**config.mk**
```make
export PLATFORM = sky130hd
export DESIGN_NAME = switch_debouncer
export DESIGN_NICKNAME = d
export VERILOG_FILES = /design/src/rtl/switch_debouncer.sv
export SDC_FILE = /design/constraint.sdc
export NUM_CORES = 1
export LEC_CHECK = 0
export ABC_AREA = 1
export CELL_PAD_IN_SITES_DETAIL_PLACEMENT = 1
export CELL_PAD_IN_SITES_GLOBAL_PLACEMENT = 2
export CORE_UTILIZATION = 40
export CTS_BUF_LIST = sky130_fd_sc_hd__clkbuf_16
export DETAILED_ROUTE_END_ITERATION = 8
export GPL_ROUTABILITY_DRIVEN = 0
export PLACE_DENSITY_LB_ADDON = 0.3
export SYNTH_ARGS = -nofsm -noshare
export SYNTH_HDL_FRONTEND = slang
export SYNTH_SLANG_ARGS = --single-unit
```
**constraint.sdc**
```tcl
create_clock -name clk -period 3.6 [get_ports clk]
set_input_delay 0.72 -clock clk [delete_from_list [all_inputs] [get_ports clk]]
set_output_delay 0.72 -clock clk [all_outputs]
set_load 0.01 [all_outputs]
```
**src/rtl/switch_debouncer.sv**
```systemverilog
`default_nettype none
// ============================================================================
// Module      : switch_debouncer
// Description : Two-channel switch conditioner. Each raw switch input is
//               brought into the clk domain by a two-flop synchronizer. A
//               two-state FSM with a saturating stability counter then
//               filters contact bounce. Outputs are clean levels A/B plus
//               registered single-cycle rise/fall strobes per channel.
// Revision    : 1.0 - initial release
// ============================================================================
module switch_debouncer #(
  parameter int DEBOUNCE_CYCLES = 500000,
  parameter int CNT_W           = 19
) (
  input  logic clk,
  input  logic rst,
  input  logic SW_A,
  input  logic SW_B,
  output logic A,
  output logic B,
  output logic A_RISE,
  output logic A_FALL,
  output logic B_RISE,
  output logic B_FALL
);

  localparam logic [0:0]       c_ST_STABLE   = 1'b0;
  localparam logic [0:0]       c_ST_COUNTING = 1'b1;
  localparam logic [CNT_W-1:0] c_CNT_ONE     = CNT_W'(1);
  localparam logic [CNT_W-1:0] c_CNT_LAST    = CNT_W'(DEBOUNCE_CYCLES - 1);

  logic [1:0] w_sw;
  logic [1:0] w_lvl;
  logic [1:0] w_rise;
  logic [1:0] w_fall;

  // Channel 0 is A, channel 1 is B; both run the identical filter below.
  assign w_sw = {SW_B, SW_A};

  for (genvar gi = 0; gi < 2; gi++) begin : g_chan
    logic             r_s1;
    logic             r_s2;
    logic [0:0]       r_state;
    logic [CNT_W-1:0] r_cnt;
    logic             r_out;
    logic             r_rise;
    logic             r_fall;

    // Two-flop synchronizer; r_s2 is the only view of the switch used below.
    always_ff @(posedge clk or posedge rst) begin
      if (rst) begin
        r_s1 <= 1'b0;
        r_s2 <= 1'b0;
      end else begin
        r_s1 <= w_sw[gi];
        r_s2 <= r_s1;
      end
    end

    // Debounce FSM: the output flips only after DEBOUNCE_CYCLES consecutive
    // mismatching samples; any bounce back discards the partial count.
    always_ff @(posedge clk or posedge rst) begin
      if (rst) begin
        r_state <= c_ST_STABLE;
        r_cnt   <= '0;
        r_out   <= 1'b0;
        r_rise  <= 1'b0;
        r_fall  <= 1'b0;
      end else begin
        r_rise <= 1'b0;
        r_fall <= 1'b0;
        case (r_state)
          c_ST_STABLE: begin
            if (r_s2 != r_out) begin
              r_state <= c_ST_COUNTING;
              r_cnt   <= c_CNT_ONE;
            end
          end
          c_ST_COUNTING: begin
            if (r_s2 == r_out) begin
              r_state <= c_ST_STABLE;
              r_cnt   <= '0;
            end else if (r_cnt == c_CNT_LAST) begin
              // Strobes are registered alongside the level so they appear
              // in the same cycle the new level does.
              r_out   <= ~r_out;
              r_rise  <= ~r_out;
              r_fall  <= r_out;
              r_state <= c_ST_STABLE;
              r_cnt   <= '0;
            end else begin
              r_cnt <= r_cnt + c_CNT_ONE;
            end
          end
          default: begin
            r_state <= c_ST_STABLE;
            r_cnt   <= '0;
          end
        endcase
      end
    end

    assign w_lvl[gi]  = r_out;
    assign w_rise[gi] = r_rise;
    assign w_fall[gi] = r_fall;
  end

  assign A      = w_lvl[0];
  assign B      = w_lvl[1];
  assign A_RISE = w_rise[0];
  assign A_FALL = w_fall[0];
  assign B_RISE = w_rise[1];
  assign B_FALL = w_fall[1];

endmodule
`default_nettype wire

```
**After elaboration in Yosys (flattened, before gate mapping)**

Index checks and enable logic that the tools add are counted.

- Output and inout bits: 6
- Word-level logic and storage cells: 60
- Bits of input ports: 4
- Flip-flop bits (word level): 50

- Reduce and logical (&&, ||, !) cells: 2
- Equal/unequal tests: 8
- Bitwise logic cells: 6
- $add $sub $neg: 2
- Multiplexer cells: 28

Operator list:

| kind | count |
|---|---|
| 19-bit 2-to-1 mux | 6 |
| 19-bit case mux with 2 select lines | 2 |
| 19-bit by 1-bit adder with 19-bit output, second input constant | 2 |
| 19-bit == test, second input constant | 2 |
| 1-bit 2-to-1 mux | 18 |
| 1-bit inverter | 6 |
| 3-bit AND reduction | 2 |
| 2-bit inequality test, second input constant | 2 |
| 1-bit case mux with 2 select lines | 2 |
| 1-bit == test | 2 |
| 1-bit inequality test | 2 |

**Depth between registers and ports, before layout**

Gate-level depths: netlist (run 1).

- Depth in word-level cells: 4
- Gate-level depth with buffers: 9
- Gate-level depth less buffers: 9

**Worst setup path before layout (run 1)**

Ideal clock, no wire load.

- Path type: register to register
- Start point: register g_chan[1].r_cnt[0]
- End point: register g_chan[1].r_cnt[6]
- Clock period less this slack: 1378 ps
- Arrival time: 1247 ps
- Cell stages (with the launch flop): 8
- Library setup time: 131 ps
- Setup slack: 2222 ps
- Path buffers: 1
- Data required time: 3469 ps
- Cell sequence: dfrtp_1 ha_1 nand2_4 nor2_8 nand3_2 nand2_4 buf_12 o22ai_2

- Longest elaborated chain between the ends: 4
- Elaborated cells between the ends (all ways): 5
- Classes of those cells: add/sub (1); eq/ne (1); mux (3)

RTL lines:

| what | RTL line | text |
|---|---|---|
| start: declaration | 44 | `logic [CNT_W-1:0] r_cnt;` |
| start signal: assignment | 76 | `r_cnt <= c_CNT_ONE;` |
| start signal: assignment | 92 | `r_cnt <= r_cnt + c_CNT_ONE;` |
| 19-bit by 1-bit adder with 19-bit output / 19-bit == test (equally long branches) | 92, 83 |  |
| 19-bit 2-to-1 mux * | 83 | `end else if (r_cnt == c_CNT_LAST) begin` |
| 19-bit 2-to-1 mux * | 80 | `if (r_s2 == r_out) begin` |
| 19-bit case mux with 2 select lines * | 72 | `case (r_state)` |

Mark *: on every way between the ends. The rest lies on a longest branch, timed or not.
A chain may end at the register's enable or synchronous reset.

**Final worst setup path (run 1)**

- Start point: register g_chan[1].r_out, in the netlist B
- End point: output B

RTL lines:

| what | RTL line | text |
|---|---|---|
| start: declaration | 45 | `logic r_out;` |
| start signal: assignment | 86 | `r_out <= ~r_out;` |
| end: declaration | 20 | `output logic B,` |

No word-level cell between the ends.

==> impl_metrics.env, run 1 <==
export IMPL_status="finished, final reports clean"
export IMPL_drv_cap=0
export IMPL_synth_cell_types=29
export IMPL_synth_top_area_share_pct=41.5
export IMPL_synth_compound_gate_area_share_pct=9.71
export IMPL_antenna_cells=0
export IMPL_ys_warn_count=0
export IMPL_critPathCaptureType="primary output"
export IMPL_ant_nets=0
export IMPL_syn_to_final_growth_pct=11.0
export IMPL_ys_flop_type="dfrtp_1"
export IMPL_root_buffer="clkbuf_16"
export IMPL_clockBufferDepth=2
export IMPL_ys_top_cells_by_area="dfrtp_1, nand2_1, xor2_1, nor2_1, nand3_1"
export IMPL_skew_ns=0.0105
export IMPL_fp_row_count=31
export IMPL_synth_top_family_by_area="simple AND/OR/NAND/NOR gates"
export IMPL_holdCritStartpoint="g_chan[0].r_s1"
export IMPL_die_w_um=88.8
export IMPL_ys_seq_area_share_pct=41.5
export IMPL_r2r_start="g_chan[1].r_cnt[0]"
export IMPL_r2r_end="g_chan[1].r_cnt[13]"
export IMPL_fin_area_um2=3350
export IMPL_place_ws_ns=1.66
export IMPL_pin_count=10
export IMPL_dieHeight_um=88.8
export IMPL_cts_buffers=5
export IMPL_antenna_found_initial=0
export IMPL_syn_num_nets=374
export IMPL_fin_ws_ns=1.59
export IMPL_nNetsFinal=387
export IMPL_clk_pin_slew_worst_paths_ns=0.07
export IMPL_cts_tree="done"
export IMPL_placed_cells=473
export IMPL_syn_area_per_cell_um2=8.20
export IMPL_yosysTopAreaCell="dfrtp_1"
export IMPL_fin_crit_ns=2.01
export IMPL_synth_edff_count=0
export IMPL_muxShareOfSynthArea_pct=0
export IMPL_firstDrtPassIters=4
export IMPL_vias_per_cell=5.00
export IMPL_crit_buf_inv=1
export IMPL_tightest_slew_ns=0.575
export IMPL_max_freq_mhz=499
export IMPL_dr_total_vias=2403
export IMPL_synthArstFlopShare_pct=100
export IMPL_first_iter_violations=100
export IMPL_cp_slowest_cell="clkdlybuf4s50_1"
export IMPL_synth_xor_area_share_pct=6.39
export IMPL_grt_max_degree=27
export IMPL_cp_top_family="buffers and inverters"
export IMPL_reg2reg_depth=8
export IMPL_critPathRequiredTime_ns=2.88
export IMPL_hp_class="reg -> reg"
export IMPL_worstPathCellList="clkdlybuf4s50_1"
export IMPL_core_um2=7250
export IMPL_synth_simple_area_share_pct=34.4
export IMPL_post_cts_setup_buffers=0
export IMPL_hold_end="g_chan[0].r_s2"
export IMPL_synthCells=368
export IMPL_cp_slowest_stage_delay_ns=0.57
export IMPL_cts_resized=0
export IMPL_setup_tns_final_ns=0
export IMPL_dpl_hpwl_um=5380
export IMPL_drc=0
export IMPL_critPathKind="reg -> out"
export IMPL_finalMaxSlewViolations=0
export IMPL_design_die_area_um2=7890
export IMPL_setup_viol=0
export IMPL_min_period_over_period_pct=55.7
export IMPL_ys_ff_latch=50
export IMPL_ir_drop_uv=177
export IMPL_finalHoldViolations=0
export IMPL_rsz0062_at_grt="no"
export IMPL_start_util_pct=41.6
export IMPL_wire_per_inst_um=15.1
export IMPL_worstHoldPathCells=0
export IMPL_cp_arrival_ns=1.29
export IMPL_ff2ff_setup_slack_ns=1.89
export IMPL_powerDensity_nw_per_um2=372
export IMPL_path_max_fanout=5
export IMPL_p_leak_nw=1.48
export IMPL_grt_pass1_wl_um=12400
export IMPL_cts_sinks=50
export IMPL_globalRouteTotalUtil_pct=20.7
export IMPL_synth_adder_area_share_pct=0.830
export IMPL_wl_um=7250
export IMPL_port_buffers=9
export IMPL_insertion_delay_ns=0.29
export IMPL_fin_cells=481
export IMPL_grt_remaining_overflow=0
export IMPL_post_dp_cell_area_um2=3190
export IMPL_relSlewSlack_pct=61.6
export IMPL_htree_levels=2
export IMPL_syn_cell_area_um2=3020
export IMPL_startpoint_type="register"
export IMPL_layout_drive_gt1_share_pct=19.6
export IMPL_final_util_pct=46.2
export IMPL_hold_buffers=0
export IMPL_grt_pass1_vias=2435
report_power, final:
part	internal, mW	leakage, nW	switching, mW
clock	0.323	0.0864	0.204
sequential	0.581	0.680	0.0222
combinational	0.0336	0.718	0.0808
total	0.938	1.48	0.307
cell usage after synthesis, types with 2 or more instances:
library cell  instances
o21ai_1               4
xnor2_1               7
nor2_2                8
nand2_1             104
buf_12                2
a21oi_1               4
nor2_8                2
nand3_2               4
nand4_1               9
o21ai_0               4
nor3_1                6
o21bai_1              2
ha_1                  2
xor2_1               15
nand2_2               6
nand3_1              25
inv_1                29
nor2_1               34
nand2_4               5
o21ai_2              12
dfrtp_1              50
nor2_4                6
inv_2                14
o22ai_2               9
per-layer routing:
metal  up-vias  global-route usage, %  share of wire (%)  wire length (um)
met2        19                   31.3                 45              3270
met3         7                   3.17                1.9               137
met4         0                   4.69               0.92                67
met1      1171                   30.9                 52              3770
li1       1206                      -                  -                 -
met5         -                      0                  0                 0
cells by family after synthesis:
logic type      count (synthesis)
buf+inv                        48
xor+xnor                       22
fa+ha+maj                       2
simple gates                  211
compound gates                 35
flops                          50
how the worst max path moves through the flow:
stage / start / end / slack, ns / cells after the start
4_1_cts: B / B / 1.59 / 1
3_5_place_dp: rst / g_chan[1].r_cnt[15] / 1.66 / 3
6_report: B / B / 1.59 / 1
2_1_floorplan: rst / A / 1.68 / 1
3_3_place_gp: rst / g_chan[1].r_cnt[7] / 1.69 / 3
5_1_grt: B / B / 1.56 / 1
layout make-up:
class | count | area, um2
inverter | 44 | 165
fill | 901 | 3910
sequential | 50 | 1250
multi-input combinational | 270 | 1550
timing repair buffer | 10 | 97.6
clock inverter | 3 | 37.5
clock buffer | 5 | 125
tap | 99 | 124
registers in the layout, summed over array words and instances, names as in the netlist:
signal,cells
A,1
A_FALL,1
A_RISE,1
B,1
B_FALL,1
B_RISE,1
g_chan.r_cnt,38
g_chan.r_s1,2
g_chan.r_s2,2
g_chan.r_state,2
per-stage QoR:
stage | total power [mW] | hold WS (ns)
after floorplan | 0.706 | 0.331
after global placement | 0.724 | 0.336
after detailed placement | 0.731 | 0.343
after CTS | 1.26 | 0.358
after global routing | 1.30 | 0.361
final | 1.24 | 0.355
layout by cell type, fill, tap and decap left out, types with 6 or more instances in the layout:
cell             Yosys  layout
nand3_1             25      25
xnor2_1              7       7
nor3_1               6       6
nor2_4               6       6
nand4_1              9       9
nor2_1              34      34
o22ai_2              9       9
xor2_1              15      15
clkdlybuf4s50_1      0       9
inv_2               14      15
inv_1               29      30
nand2_1            104     104
o21ai_2             12      12
dfrtp_1             50      50
nor2_2               8       8
nand2_2              6       6
No activity file was read; power rests on OpenSTA's default activity.
==> inputs of run 2 (changes only) <==
--- a/config.mk
+++ b/config.mk
@@ -8,7 +8,7 @@
 export ABC_AREA = 1
 export CELL_PAD_IN_SITES_DETAIL_PLACEMENT = 1
 export CELL_PAD_IN_SITES_GLOBAL_PLACEMENT = 2
-export CORE_UTILIZATION = 40
+export CORE_UTILIZATION = 34
 export CTS_BUF_LIST = sky130_fd_sc_hd__clkbuf_16
 export DETAILED_ROUTE_END_ITERATION = 8
 export GPL_ROUTABILITY_DRIVEN = 0
==> constraint.sdc (replaced) <==
create_clock -name clk -period 1.6 [get_ports clk]
set_input_delay 0.32 -clock clk [delete_from_list [all_inputs] [get_ports clk]]
set_output_delay 0.32 -clock clk [all_outputs]
set_load 0.01 [all_outputs]
==> impl_metrics.env, run 2 (synthesized netlist as in run 1, its figures left out) <==
export IMPL_finalMaxSlewViolations=0
export IMPL_cp_depth=8
export IMPL_cts_sinks=50
export IMPL_r2r_start="g_chan[1].r_cnt[1]"
export IMPL_post_dp_cell_area_um2=3310
export IMPL_htree_levels=2
export IMPL_grt_pass1_wl_um=12900
export IMPL_setup_viol=0
export IMPL_p_leak_nw=1.61
export IMPL_wl_um=7500
export IMPL_grt_remaining_overflow=0
export IMPL_syn_to_final_growth_pct=17.0
export IMPL_antenna_found_initial=0
export IMPL_reg2reg_depth=8
export IMPL_cp_slowest_stage_delay_ns=0.39
export IMPL_cp_top_family="simple AND/OR/NAND/NOR gates"
export IMPL_final_common_cell="nand2_1"
export IMPL_cp_slowest_cell="dfrtp_1"
export IMPL_fp_row_count=33
export IMPL_first_iter_violations=104
export IMPL_startpoint_type="register"
export IMPL_critPathCaptureType="register"
export IMPL_die_w_um=96.2
export IMPL_num_fill_cells=1019
export IMPL_ir_drop_uv=508
export IMPL_max_freq_mhz=669
export IMPL_start_util_pct=36.0
export IMPL_crit_buf_inv=1
export IMPL_tightest_slew_ns=0.396
export IMPL_worstHoldPathCells=0
export IMPL_core_um2=8380
export IMPL_drv_cap=0
export IMPL_crit_start="g_chan[1].r_cnt[1]"
export IMPL_drc=0
export IMPL_grt_max_degree=51
export IMPL_dpl_hpwl_um=5640
export IMPL_critPathRequiredTime_ns=1.77
export IMPL_antenna_cells=0
export IMPL_pin_count=10
export IMPL_relSlewSlack_pct=73.4
export IMPL_dr_total_vias=2455
export IMPL_design_die_area_um2=9250
export IMPL_finalHoldViolations=0
export IMPL_regMostFlops="g_chan.r_cnt"
export IMPL_whs_ns=0.354
export IMPL_skew_ns=0.00985
export IMPL_critPathKind="reg -> reg"
export IMPL_powerDensity_nw_per_um2=773
export IMPL_cts_tree="done"
export IMPL_vias_per_cell=4.85
export IMPL_status="finished, final reports clean"
export IMPL_dieHeight_um=96.2
export IMPL_path_max_fanout=8
export IMPL_globalRouteTotalUtil_pct=18.3
export IMPL_rsz0062_at_grt="yes"
export IMPL_root_buffer="clkbuf_16"
export IMPL_fin_crit_ns=1.50
export IMPL_min_period_over_period_pct=93.4
export IMPL_final_util_pct=42.1
export IMPL_port_buffers=9
export IMPL_worstPathCellList="ha_2 > nand2_4 > nor2_8 > nand3_2 > nand2_4 > inv_2 > nand2_1 > nand2_1"
export IMPL_hp_class="reg -> reg"
export IMPL_fin_area_um2=3530
export IMPL_layout_drive_gt1_share_pct=24.4
export IMPL_ant_nets=0
export IMPL_insertion_delay_ns=0.29
export IMPL_final_cell_mix="nand2_1, dfrtp_1, nor2_1"
export IMPL_cts_buffers=5
export IMPL_largest_reg_flops=38
export IMPL_wire_per_inst_um=14.8
export IMPL_cp_arrival_ns=1.67
export IMPL_grt_pass1_vias=2578
export IMPL_holdCritStartpoint="g_chan[0].r_s1"
export IMPL_clk_pin_slew_worst_paths_ns=0.07
export IMPL_clockBufferDepth=2
export IMPL_nNetsFinal=406
export IMPL_firstDrtPassIters=4
-- run 2: path summary, 6_finish.rpt --
check	to	slack, ns
worst min register to register	g_chan[0].r_s2	0.35
worst max register to register	g_chan[1].r_cnt[9]	0.10
worst min-delay path	g_chan[0].r_s2	0.35
worst max-delay path	g_chan[1].r_cnt[9]	0.10
max in group asynchronous	g_chan[1].r_cnt[13]	0.94
min in group asynchronous	g_chan[0].r_cnt[8]	0.40
-- run 2: power breakdown --
group / internal, mW / switching [mW] / total, mW
Combinational: 0.146 / 0.198 / 0.344
Sequential: 1.31 / 0.0458 / 1.35
Clock: 0.567 / 0.463 / 1.03
-- run 2: cell type report --
class	count	area [um2]	area share [%]
Clock buffer	5	125	3.55
Clock inverter	3	12.5	0.355
Inverter	44	165	4.68
Multi-Input combinational cell	270	1560	44.1
Sequential cell	50	1250	35.5
Tap cell	105	131	3.72
Timing Repair Buffer	29	283	8.01
-- run 2: routing by layer --
metal	routed length (um)	GRT usage [%]	up-vias
met5	0	0	-
met4	51	3.36	0
met3	171	2.69	5
met2	3310	28.7	24
met1	3970	26.8	1189
li1	-	-	1237
-- run 2: stage by stage --
step / std cells / TNS, ns / worst slack, ns / power [mW]
6_report: 506 / 0 / 0.105 / 2.73
5_1_grt: 506 / -0.0151 / -0.0151 / 2.87
4_1_cts: 497 / 0 / 0.00205 / 2.73
3_5_place_dp: 489 / 0 / 0.0425 / 1.69
3_3_place_gp: 489 / 0 / 0.104 / 1.68
2_1_floorplan: 368 / 0 / 0.0788 / 1.59
-- run 2: worst register-to-register path: stages, from the launching register on --
cell and delay (ns):
dfrtp_1 0.39, ha_2 0.23, nand2_4 0.09, nor2_8 0.15, nand3_2 0.13, nand2_4 0.17
inv_2 0.09, nand2_1 0.08, nand2_1 0.05
-- run 2: what timing repair did --
item	CTS	global route
gates cloned	0	0
pin swaps	0	2
setup endpoints to repair	1	28
resized for setup	1	6
hold buffers	0	0
setup buffers	0	9
